**src/rtl/fetch_unit_if.sv**
```systemverilog
// Fetch-unit bus bundle: byte-wide memory read port, jump request from control,
// and the valid/ready instruction port towards the decoder.
interface fetch_unit_if #(
  parameter int INST_SIZE = 16,
  parameter int DATA_BITS = 8,
  parameter int ADDR_BITS = 8
);
  logic                 mem_rd;
  logic [ADDR_BITS-1:0] mem_addr;
  logic [DATA_BITS-1:0] mem_rdata;
  logic                 mem_ack;
  logic                 pc_load;
  logic [ADDR_BITS-1:0] pc_target;
  logic [INST_SIZE-1:0] inst;
  logic [ADDR_BITS-1:0] inst_pc;
  logic                 inst_valid;
  logic                 inst_ready;

  modport master (
    output mem_rd, mem_addr, inst, inst_pc, inst_valid,
    input  mem_rdata, mem_ack, pc_load, pc_target, inst_ready
  );

  modport slave (
    input  mem_rd, mem_addr, inst, inst_pc, inst_valid,
    output mem_rdata, mem_ack, pc_load, pc_target, inst_ready
  );
endinterface

```
**src/rtl/fetch_unit.sv**
```systemverilog
// OrgaSmall instruction fetch: two big-endian byte reads per instruction,
// valid/ready hand-off to the decoder, PC increment and jump redirect with flush.
module fetch_unit #(
  parameter int INST_SIZE = 16,
  parameter int DATA_BITS = 8,
  parameter int ADDR_BITS = 8
) (
  input  logic         clk,
  input  logic         rst_n,
  fetch_unit_if.master bus
);

  typedef enum logic [1:0] {S_HI, S_LO, S_HOLD} state_t;

  localparam logic [ADDR_BITS-1:0] PC_STEP = ADDR_BITS'(2);

  state_t               state_q;
  logic [ADDR_BITS-1:0] pc_q;
  logic [ADDR_BITS-1:0] addr_q;
  logic                 flush_q;
  logic [INST_SIZE-1:0] inst_q;
  logic [ADDR_BITS-1:0] inst_pc_q;
  logic                 inst_valid_q;

  // addr_q keeps the address of the outstanding request, so a jump that lands
  // mid-transaction changes pc_q without disturbing the memory port.
  assign bus.mem_rd     = rst_n && (state_q != S_HOLD);
  assign bus.mem_addr   = addr_q;
  assign bus.inst       = inst_q;
  assign bus.inst_pc    = inst_pc_q;
  assign bus.inst_valid = inst_valid_q;

  always_ff @(posedge clk) begin
    if (!rst_n) begin
      state_q      <= S_HI;
      pc_q         <= '0;
      addr_q       <= '0;
      flush_q      <= 1'b0;
      inst_q       <= '0;
      inst_pc_q    <= '0;
      inst_valid_q <= 1'b0;
    end else begin
      case (state_q)
        S_HI, S_LO: begin
          if (bus.pc_load) pc_q <= bus.pc_target;
          if (bus.mem_ack) begin
            if (bus.pc_load || flush_q) begin
              // Completed request belongs to the abandoned stream: drop it.
              flush_q <= 1'b0;
              state_q <= S_HI;
              addr_q  <= bus.pc_load ? bus.pc_target : pc_q;
            end else if (state_q == S_HI) begin
              inst_q[INST_SIZE-1:DATA_BITS] <= bus.mem_rdata;
              addr_q  <= addr_q + 1'b1;
              state_q <= S_LO;
            end else begin
              inst_q[DATA_BITS-1:0] <= bus.mem_rdata;
              inst_pc_q    <= pc_q;
              inst_valid_q <= 1'b1;
              state_q      <= S_HOLD;
            end
          end else if (bus.pc_load) begin
            flush_q <= 1'b1;
          end
        end
        S_HOLD: begin
          if (bus.pc_load) begin
            inst_valid_q <= 1'b0;
            pc_q         <= bus.pc_target;
            addr_q       <= bus.pc_target;
            state_q      <= S_HI;
          end else if (bus.inst_ready) begin
            inst_valid_q <= 1'b0;
            pc_q         <= pc_q + PC_STEP;
            addr_q       <= pc_q + PC_STEP;
            state_q      <= S_HI;
          end
        end
        default: state_q <= S_HI;
      endcase
    end
  end

endmodule

```
**src/flat_wrapper.sv**
```systemverilog
// flat-port wrapper written by rule: the top's interface ports become plain ports
module fetch_unit_flat 
#(
  parameter int INST_SIZE = 16,
  parameter int DATA_BITS = 8,
  parameter int ADDR_BITS = 8
)
  (clk, rst_n, bus_mem_rd, bus_mem_addr, bus_inst, bus_inst_pc, bus_inst_valid, bus_mem_rdata, bus_mem_ack, bus_pc_load, bus_pc_target, bus_inst_ready);
  fetch_unit_if #(.INST_SIZE(INST_SIZE), .DATA_BITS(DATA_BITS), .ADDR_BITS(ADDR_BITS)) bus_i ();
  input  logic clk;
  input  logic rst_n;
  output wire logic [$bits(bus_i.mem_rd)-1:0] bus_mem_rd;
  output wire logic [$bits(bus_i.mem_addr)-1:0] bus_mem_addr;
  output wire logic [$bits(bus_i.inst)-1:0] bus_inst;
  output wire logic [$bits(bus_i.inst_pc)-1:0] bus_inst_pc;
  output wire logic [$bits(bus_i.inst_valid)-1:0] bus_inst_valid;
  input wire logic [$bits(bus_i.mem_rdata)-1:0] bus_mem_rdata;
  input wire logic [$bits(bus_i.mem_ack)-1:0] bus_mem_ack;
  input wire logic [$bits(bus_i.pc_load)-1:0] bus_pc_load;
  input wire logic [$bits(bus_i.pc_target)-1:0] bus_pc_target;
  input wire logic [$bits(bus_i.inst_ready)-1:0] bus_inst_ready;
  assign bus_mem_rd = bus_i.mem_rd;
  assign bus_mem_addr = bus_i.mem_addr;
  assign bus_inst = bus_i.inst;
  assign bus_inst_pc = bus_i.inst_pc;
  assign bus_inst_valid = bus_i.inst_valid;
  assign bus_i.mem_rdata = bus_mem_rdata;
  assign bus_i.mem_ack = bus_mem_ack;
  assign bus_i.pc_load = bus_pc_load;
  assign bus_i.pc_target = bus_pc_target;
  assign bus_i.inst_ready = bus_inst_ready;
  fetch_unit #(.INST_SIZE(INST_SIZE), .DATA_BITS(DATA_BITS), .ADDR_BITS(ADDR_BITS)) u_core (.clk(clk), .rst_n(rst_n), .bus(bus_i));
endmodule
```
**config.mk**
```make
export PLATFORM = sky130hd
export DESIGN_NAME = fetch_unit_flat
export DESIGN_NICKNAME = d
export VERILOG_FILES = /design/src/rtl/fetch_unit_if.sv /design/src/rtl/fetch_unit.sv /design/src/flat_wrapper.sv
export SDC_FILE = /design/constraint.sdc
export NUM_CORES = 1
export LEC_CHECK = 0
export CAP_MARGIN = 0
export CORE_MARGIN = 2
export CORE_UTILIZATION = 53
export CTS_BUF_LIST = sky130_fd_sc_hd__clkbuf_4 sky130_fd_sc_hd__clkbuf_8 sky130_fd_sc_hd__clkbuf_16
export CTS_CLUSTER_SIZE = 28
export DETAILED_ROUTE_END_ITERATION = 12
export PLACE_DENSITY = 0.86
export SYNTH_ARGS = -nofsm -noshare
export SYNTH_HDL_FRONTEND = slang
export SYNTH_SLANG_ARGS = --single-unit
```
**constraint.sdc**
```tcl
create_clock -name clk -period 3 [get_ports clk]
set_input_delay 0.75 -clock clk [delete_from_list [all_inputs] [get_ports clk]]
set_output_delay 0.75 -clock clk [all_outputs]
set_load 0.05 [all_outputs]
```
After elaboration in Yosys (flattened, before gate mapping)
Index checks and enable logic that the tools add are counted.
{"block": "classes", "add_sub_neg": 2, "eq_ne": 9, "muxes": 23, "bitwise": 2, "reduce_logical": 13}
{"operator": "$mux 8", "count": 6}
{"operator": "$pmux 8 s2", "count": 2}
{"operator": "$reduce_and 4->1", "count": 3}
{"operator": "$mux 2", "count": 5}
{"operator": "$add 8x1->8 const B", "count": 1}
{"operator": "$add 8x2->8 const B", "count": 1}
{"operator": "$mux 1", "count": 8}
{"operator": "$ne 2x2->1 const B", "count": 4}
{"operator": "$reduce_and 5->1", "count": 1}
{"operator": "$pmux 2 s2", "count": 1}
{"operator": "$reduce_and 2->1", "count": 2}
{"operator": "$reduce_bool 2->1", "count": 2}
{"operator": "$ne 3x1->1 const B", "count": 1}
{"operator": "$ne 3x3->1 const B", "count": 1}
{"operator": "$reduce_and 3->1", "count": 1}
{"operator": "$eq 2x1->1 const B", "count": 1}
{"operator": "$eq 2x2->1 const B", "count": 1}
{"operator": "$logic_not 2->1", "count": 1}
{"operator": "$ne 2x1->1 const B", "count": 1}
{"operator": "$not 1->1", "count": 2}
{"operator": "$pmux 1 s2", "count": 1}
{"operator": "$reduce_or 2->1", "count": 1}
{"operator": "$logic_and 1x1->1", "count": 1}
{"operator": "$logic_or 1x1->1", "count": 1}
{"block": "totals", "reg_bits": 44, "output_inout_bits": 34}

Logic depth before layout (Yosys ltp)
Gate-level depths: netlist (run 1).
{"block": "logic_depth", "ltp_word": 5, "mapped_depth": 7}

Least setup slack after synthesis (run 1)
Ideal clock, no wire load.
{"block": "synth_path", "path_type": "input port to flip-flop", "start": "in bus_pc_load", "end": "reg u_core.addr_q[7] (netlist: u_core.bus.mem_addr[7])", "t_arrival_ps": 1843, "setup_slack_ps": 1034, "stages": 5, "cell_sequence": "buf_4 nor2_2 a221o_1 a2111oi_0 a311o_2"}
{"block": "synth_via", "elab_chain_cells": 4, "elab_cells_between_ends": 9, "cone_classes": "2 x eq/ne; 5 x mux; 2 x reduce/logical"}
{"element": "from (decl)", "line": "flat_wrapper.sv:19", "text": "input wire logic [$bits(bus_i.pc_load)-1:0] bus_pc_load;"}
{"element": "$mux 8 or $logic_or 1x1->1 (tied branches)", "line": "fetch_unit.sv:51, fetch_unit.sv:47"}
{"element": "$mux 8", "line": "fetch_unit.sv:47", "text": "if (bus.pc_load || flush_q) begin"}
{"element": "$mux 8", "line": "fetch_unit.sv:46", "text": "if (bus.mem_ack) begin"}
{"element": "$pmux 8 s2", "line": "fetch_unit.sv:43", "text": "case (state_q)"}
{"element": "to (signal assigned)", "line": "fetch_unit.sv:51", "text": "addr_q <= bus.pc_load ? bus.pc_target : pc_q;"}
{"element": "to (signal assigned)", "line": "fetch_unit.sv:54", "text": "addr_q <= addr_q + 1'b1;"}
{"element": "to (signal assigned)", "line": "fetch_unit.sv:70", "text": "addr_q <= bus.pc_target;"}
{"element": "to (decl)", "line": "fetch_unit.sv:19", "text": "logic [ADDR_BITS-1:0] addr_q;"}
Several ways; a longest one is shown, not always the timed one. The select of a mux whose other input is x is not followed.
A chain may end at the register's enable or synchronous reset.

Final worst setup path (run 1)
{"block": "layout_path", "start": "reg u_core.state_q[0]", "end": "out bus_mem_rd"}
{"block": "layout_via", "elab_chain_cells": 2}
{"element": "from (decl)", "line": "fetch_unit.sv:17", "text": "state_t state_q;"}
{"element": "from (signal assigned)", "line": "fetch_unit.sv:35", "text": "state_q <= S_HI;"}
{"element": "from (signal assigned)", "line": "fetch_unit.sv:50", "text": "state_q <= S_HI;"}
{"element": "from (signal assigned)", "line": "fetch_unit.sv:55", "text": "state_q <= S_LO;"}
{"element": "$ne 2x2->1", "line": "fetch_unit.sv:27", "text": "assign bus.mem_rd = rst_n && (state_q != S_HOLD);"}
{"element": "$logic_and 1x1->1", "line": "fetch_unit.sv:27"}
{"element": "to (decl)", "line": "flat_wrapper.sv:12", "text": "output wire logic [$bits(bus_i.mem_rd)-1:0] bus_mem_rd;"}
Every way passes these cells.

==> results of run 1 <==
path summary, 6_finish.rpt:
kind,start,endpoint,slack (ps),depth (start not counted)
setup / recovery,u_core.state_q[0],bus_mem_rd,590,4
hold / removal,u_core.bus.inst_pc[0],u_core.bus.inst_pc[0],470,2
setup reg to reg,u_core.state_q[0],u_core.bus.mem_addr[7],1120,6
hold reg to reg,u_core.bus.inst_pc[0],u_core.bus.inst_pc[0],470,2
worst min-delay path: cells and delay by family (launching register included):
kind | cells | cell delay [ps]
AOI/OAI and AO/OA | 1 | 60
DFF | 1 | 310
and+or+nand+nor | 1 | 40
cells in the final DEF (no fill, tap or decap), drive strengths merged, types with 2 or more instances in the layout:
master | Yosys | routed
nor2b | 11 | 11
nor2 | 14 | 14
clkdlybuf4s50 | 0 | 53
buf | 9 | 8
a2111oi | 2 | 2
nor3b | 3 | 3
nand2b | 3 | 3
mux2i | 9 | 9
and3 | 6 | 6
o21ai | 17 | 17
clkbuf | 8 | 7
dfxtp | 44 | 44
a21o | 3 | 3
a22oi | 2 | 2
nand3 | 13 | 13
o21bai | 2 | 2
o31ai | 2 | 2
a31oi | 5 | 5
o211ai | 3 | 3
a221oi | 2 | 2
a21oi | 8 | 8
nand2 | 52 | 52
nor3 | 3 | 3
ha | 2 | 2
inv | 2 | 2
o21a | 2 | 2
a21boi | 22 | 22
xor2 | 7 | 7
state kept, by name (all words and copies together) (netlist names):
register and flops:
u_core.bus.inst 16, u_core.bus.inst_pc 8, u_core.bus.mem_addr 8, u_core.pc_q 8, u_core.state_q 2, u_core.bus.inst_valid 1
u_core.flush_q 1
metal layers:
layer,track usage (%),vias to the layer above
met3,6.83,14
met2,39.1,94
met4,8.06,0
li1,-,1049
met5,0,-
met1,28.5,961
cell type report:
cell class                 count  area share (%)
clock buffer                   7            3.07
timing repair buffer          61            20.5
tap                           50            2.13
inverter                       2           0.256
clock inverter                 1           0.256
sequential                    44            30.0
multi-input combinational    207            43.8
cell families after synthesis:
group	Yosys count	synth area share, %
AO/OA/AOI/OAI	78	24.6
flip-flops	44	39.0
adder cells (fa/ha/maj)	2	1.11
AND/OR/NAND/NOR	109	23.6
XOR/XNOR	8	3.10
buffers and inverters	19	4.15
multiplexers	10	4.48
power by group:
group          switching (mW)  internal (mW)  total (mW)
Combinational           0.141          0.107       0.248
Sequential             0.0311          0.609       0.640
Clock                   0.208          0.196       0.404
Total                   0.380          0.912        1.29
==> results.md, run 1 <==
- Clock root cell: clkbuf_8
- Pleak: 1.04 nW
- Layout Skew: 7.55 ps
- Num ports: 55
- Ant. Diodes: 0
- Synth cell count leaders: 52 x nand2_1, 44 x dfxtp_1, 21 x a21boi_0
- Area of the die: 4800 sq um
- DR vias/cell: 5.69
- WL met1: 2.33 mm
- Total power: 1.29 mW
- Critical Path Start Type: flip-flop
- Most common cell in the netlist: nand2_1
- Post-Syn Nets: 293
- Status: finished clean
- EDFF count, synth: 0
- Synth Area per Inst: 8.37 sq um
- Hold Buf Count CTS: 0
- IR drop worst, VDD: 0.347 mV
- Area delta synth->final: 29.9%
- Syn Inst Count: 270
- Critical Path Slowest Stage Cell: dfxtp_1
- H-tree depth: 2
- HPWL Detailed: 3.87 mm
- Final count of negative-setup-slack endpoints: 0
- WP buf/inv: 2
- RePlAce Congestion: 0.845
- DRT Pass-1 Iters: 5
- Vias in the first global route: 2029
- Worst-margin pin slew: 536 ps
- Most used DFF post-synth: dfxtp_1
- Die width: 69.3 um
- Cell area after synthesis: 2260 sq um
- Largest net degree at the start of global routing: 47
- Non-Filler Instances: 372
- Final Hold Fails: 0
- WL met3: 502 um
- Synth area leaders: dfxtp_1 39%, nand2_1 8.6%, a21boi_0 7.0%
- Footprint of the multi-input gates: 1290 sq um
- Placed cells: 364
- Critical path type: reg2out
- Min Hold Slack: 466 ps
- Register area share after synthesis: 39.0%
- Number of max-cap violations: 0
- Die Height: 69.3 um
- First-pass GRT wire length: 9.24 mm
- Clk_lat worst skew: 300 ps
- DRC viols: 0
- Worst path required time: 2250 ps
- Total GRT Usage: 23.3%
- Fmax: 416 MHz
- Worst-path clk slew: 90 ps
- Util after Layout: 72.4%
- FILL cells: 315
- Crit Path Max Fanout: 13
- Largest stage delay, worst path: 570 ps
- Starting Density: 55.7%
- Vias: 2118
- TritonCTS Buffers: 5
- Placeable Area: 4060 sq um
- Async SR Flop Fraction: 0%
- Setup repair bufs after CTS: 0
- FF+latch area: 881 sq um
- Net count, final: 344
- Clock Path Buffers: 2
- Final Worst Setup Slack: 594 ps
- Post-synthesis register bit count: 44
- TNS Setup: 0 ps
- Rel. slew slack: 64.1%
- I/O Buffers: 54
- CTS tree: done
- GRT Residual Overflow: 0
- Iteration-0 DRC count of the detailed router: 139
- DR top layer: met4
- Post-synth top area cell: dfxtp_1
- Post-route cell area: 2940 sq um
- Post-DR wirelength/cell: 14.6 um
- Post-layout min period: 2410 ps
- Final wirelength: 5.43 mm
- Initial antenna violation count: 0
- RSZ-0062 raised after global routing: no
- Post_cts resized: 0
- Critical path capture point type: primary output
- Power Density: 440 nW/um^2
- Largest delay share family, worst path: flip-flops
- DP Area: 2840 sq um
- WL met2: 2.50 mm
- Detail Route Antenna Nets: 0
- Layout cells sized above 1: 8.70%
- Top cell type's share of synthesized area: 39.0%
- Post-Place Worst Slack: 397 ps
- Critical path, cell by cell: nand2b_1 > buf_4 > and2_1 > buf_12
- Fin. max-slew vios: 0
- Clock sink count: 44
- Row count: 23
- Arr. time, crit path: 1660 ps
- Tcrit/Tclk final: 80.2%
- Synth Warn #: 0
- Worst min-delay path class: reg2reg
- Distinct cells, synth: 52
Note: power is estimated with default switching activity, not from simulation.
==> run 2, diff against run 1 <==
--- a/config.mk
+++ b/config.mk
@@ -7,11 +7,11 @@
 export LEC_CHECK = 0
 export CAP_MARGIN = 0
 export CORE_MARGIN = 2
-export CORE_UTILIZATION = 53
+export CORE_UTILIZATION = 49
 export CTS_BUF_LIST = sky130_fd_sc_hd__clkbuf_4 sky130_fd_sc_hd__clkbuf_8 sky130_fd_sc_hd__clkbuf_16
 export CTS_CLUSTER_SIZE = 28
 export DETAILED_ROUTE_END_ITERATION = 12
-export PLACE_DENSITY = 0.86
+export PLACE_DENSITY = 0.8
 export SYNTH_ARGS = -nofsm -noshare
 export SYNTH_HDL_FRONTEND = slang
 export SYNTH_SLANG_ARGS = --single-unit
==> constraint.sdc (replaced) <==
create_clock -name clk -period 2.25 [get_ports clk]
set_input_delay 0.5625 -clock clk [delete_from_list [all_inputs] [get_ports clk]]
set_output_delay 0.5625 -clock clk [all_outputs]
set_load 0.05 [all_outputs]
==> results.md, run 2 (same netlist as run 1, synthesis figures left out) <==
- Worst-margin pin slew: 527 ps (was 536 ps)
- Clk_lat worst skew: 300 ps (about the same)
- Critical path, cell by cell: clkdlybuf4s50_1 (was nand2b_1 > buf_4 > and2_1 > buf_12)
- Row count: 24 (was 23)
- Worst path required time: 1690 ps (was 2250 ps)
- GRT Residual Overflow: 0 (unchanged)
- Max reg flops: 16 (unchanged)
- H-tree depth: 2 (unchanged)
- Largest delay share family, worst path: buffers and inverters (was flip-flops)
- Commonest non-fill, non-tap cell in the layout: clkdlybuf4s50_1 (unchanged)
- I/O Buffers: 54 (unchanged)
- Power Density: 605 nW/um^2 (was 440 nW/um^2)
- Most frequent cells in the layout: 53 x clkdlybuf4s50_1, 52 x nand2_1, 44 x dfxtp_1 (unchanged)
- Critical path capture point type: primary output (unchanged)
- Net count, final: 351 (was 344)
- Arr. time, crit path: 1570 ps (was 1660 ps)
- DP Area: 2920 sq um (was 2840 sq um)
- Number of max-cap violations: 0 (unchanged)
- Num ports: 55 (unchanged)
- Die width: 71.9 um (was 69.3 um)
- Total GRT Usage: 22.4% (was 23.3%)
- DRC viols: 0 (unchanged)
- Critical Path Slowest Stage Cell: clkdlybuf4s50_1 (was dfxtp_1)
- Ant. Diodes: 0 (unchanged)
- FILL cells: 403 (was 315)
- Layout Skew: 3.23 ps (was 7.55 ps)
- Largest stage delay, worst path: 840 ps (was 570 ps)
- Post-layout min period: 2130 ps
- Worst min-delay path class: reg2reg (unchanged)
- Final Worst Setup Slack: 115 ps (was 594 ps)
- Vias in the first global route: 2004 (was 2029)
- Rel. slew slack: 64.8% (was 64.1%)
- HPWL Detailed: 3.91 mm (was 3.87 mm)
- First-pass GRT wire length: 9.23 mm (was 9.24 mm)
- Die Height: 71.9 um (was 69.3 um)
- Pleak: 1.10 nW (was 1.04 nW)
- Setup repair bufs after CTS: 0 (unchanged)
- Clock Path Buffers: 2 (unchanged)
- Crit Path Max Fanout: 7 (was 13)
- RSZ-0062 raised after global routing: no (unchanged)
- RePlAce Congestion: 0.876 (was 0.845)
- Hold Buf Count CTS: 0 (unchanged)
- Post_cts resized: 0 (unchanged)
- Fin. max-slew vios: 0 (unchanged)
- Starting Density: 51.2% (was 55.7%)
- Worst-path clk slew: 90 ps (about the same)
- Layout cells sized above 1: 10.6% (was 8.70%)
- Post-Place Worst Slack: -21.0 ps (was 397 ps)
- Final count of negative-setup-slack endpoints: 0 (unchanged)
- Reg2reg setup slack: 380 ps (was 1120 ps)
- DR vias/cell: 5.49 (was 5.69)
- Placeable Area: 4410 sq um (was 4060 sq um)
- Critical Path Start Type: flip-flop (unchanged)
- Fmax: 468 MHz
- DRT Pass-1 Iters: 4 (was 5)
- Area delta synth->final: 34.5% (was 29.9%)
- Detail Route Antenna Nets: 0 (unchanged)
- Critical path type: reg2out (unchanged)
- IR drop worst, VDD: 0.414 mV (was 0.347 mV)
- Final wirelength: 5.46 mm (was 5.43 mm)
- Iteration-0 DRC count of the detailed router: 144 (was 139)
- Clock sink count: 44 (unchanged)
- WP buf/inv: 1 (was 2)
- Initial antenna violation count: 0 (unchanged)
- Final Hold Fails: 0 (unchanged)
- CTS tree: done (unchanged)
- Tcrit/Tclk final: 94.9%
- Largest net degree at the start of global routing: 36 (was 47)
- Clock root cell: clkbuf_8 (unchanged)
- Vias: 2090 (was 2118)
- Area of the die: 5170 sq um (was 4800 sq um)
- Post-DR wirelength/cell: 14.3 um (was 14.6 um)
- Status: finished clean (unchanged)
- TritonCTS Buffers: 5 (unchanged)
- Post-route cell area: 3040 sq um (was 2940 sq um)
==> run 2: changes by cell type in the layout (fill, tap and decap cells not counted), sizes merged <==
cell	previous run	this run
clkbuf	7	6
clkinvlp	1	0
clkinv	0	1
bufinv	0	1
buf	8	15
==> run 2: final timing paths <==
kind | cells after the start | startpoint | to
setup / recovery | 1 | u_core.bus.mem_addr[0] | bus_mem_addr[0]
setup reg to reg | 6 | u_core.pc_q[1] | u_core.bus.mem_addr[7]
hold reg to reg | 2 | u_core.bus.inst[2] | u_core.bus.inst[2]
hold / removal | 2 | u_core.bus.inst[2] | u_core.bus.inst[2]
==> run 2: tightest hold or removal path, cell delays in order, from the launching register on <==
cell and delay [ps]:
dfxtp_1 310, nand2_1 40, a21boi_0 60
==> run 2: layout make-up <==
class	instances	area, sq um	share of cell area [%]
clock buffers	6	82.6	2.71
clock inverters	2	38.8	1.28
inverters	2	7.51	0.247
multi-input cells	207	1290	42.3
flip-flops and latches	44	881	29.0
well taps	52	65.1	2.14
repair buffers	68	681	22.4
==> run 2: per-layer routing <==
metal  up-vias  track usage, %  routed length, um
met4         0            5.87                 53
li1       1068               -                  -
met5         -               0                  0
met1       949            28.6               2540
met3         7            7.64                450
met2        66            36.5               2410
==> run 2: stage by stage <==
step           hold WS (ps)  power [mW]  util (%)  cells  TNS [ps]
4_1_cts                 471        1.85      68.9    381         0
5_1_grt                 499        1.92      68.9    381         0
2_1_floorplan           454        1.08         -    270         0
3_3_place_gp            448        1.21      66.2    373     -20.6
3_5_place_dp            459        1.21      66.2    373     -61.3
6_report                467        1.84      68.9    381         0
==> run 2: power breakdown <==
group          internal [mW]  leakage (nW)  switching (mW)  total, mW
Combinational          0.153         0.675           0.190      0.343
Sequential             0.812         0.359          0.0415      0.853
Clock                  0.363        0.0614           0.282      0.645
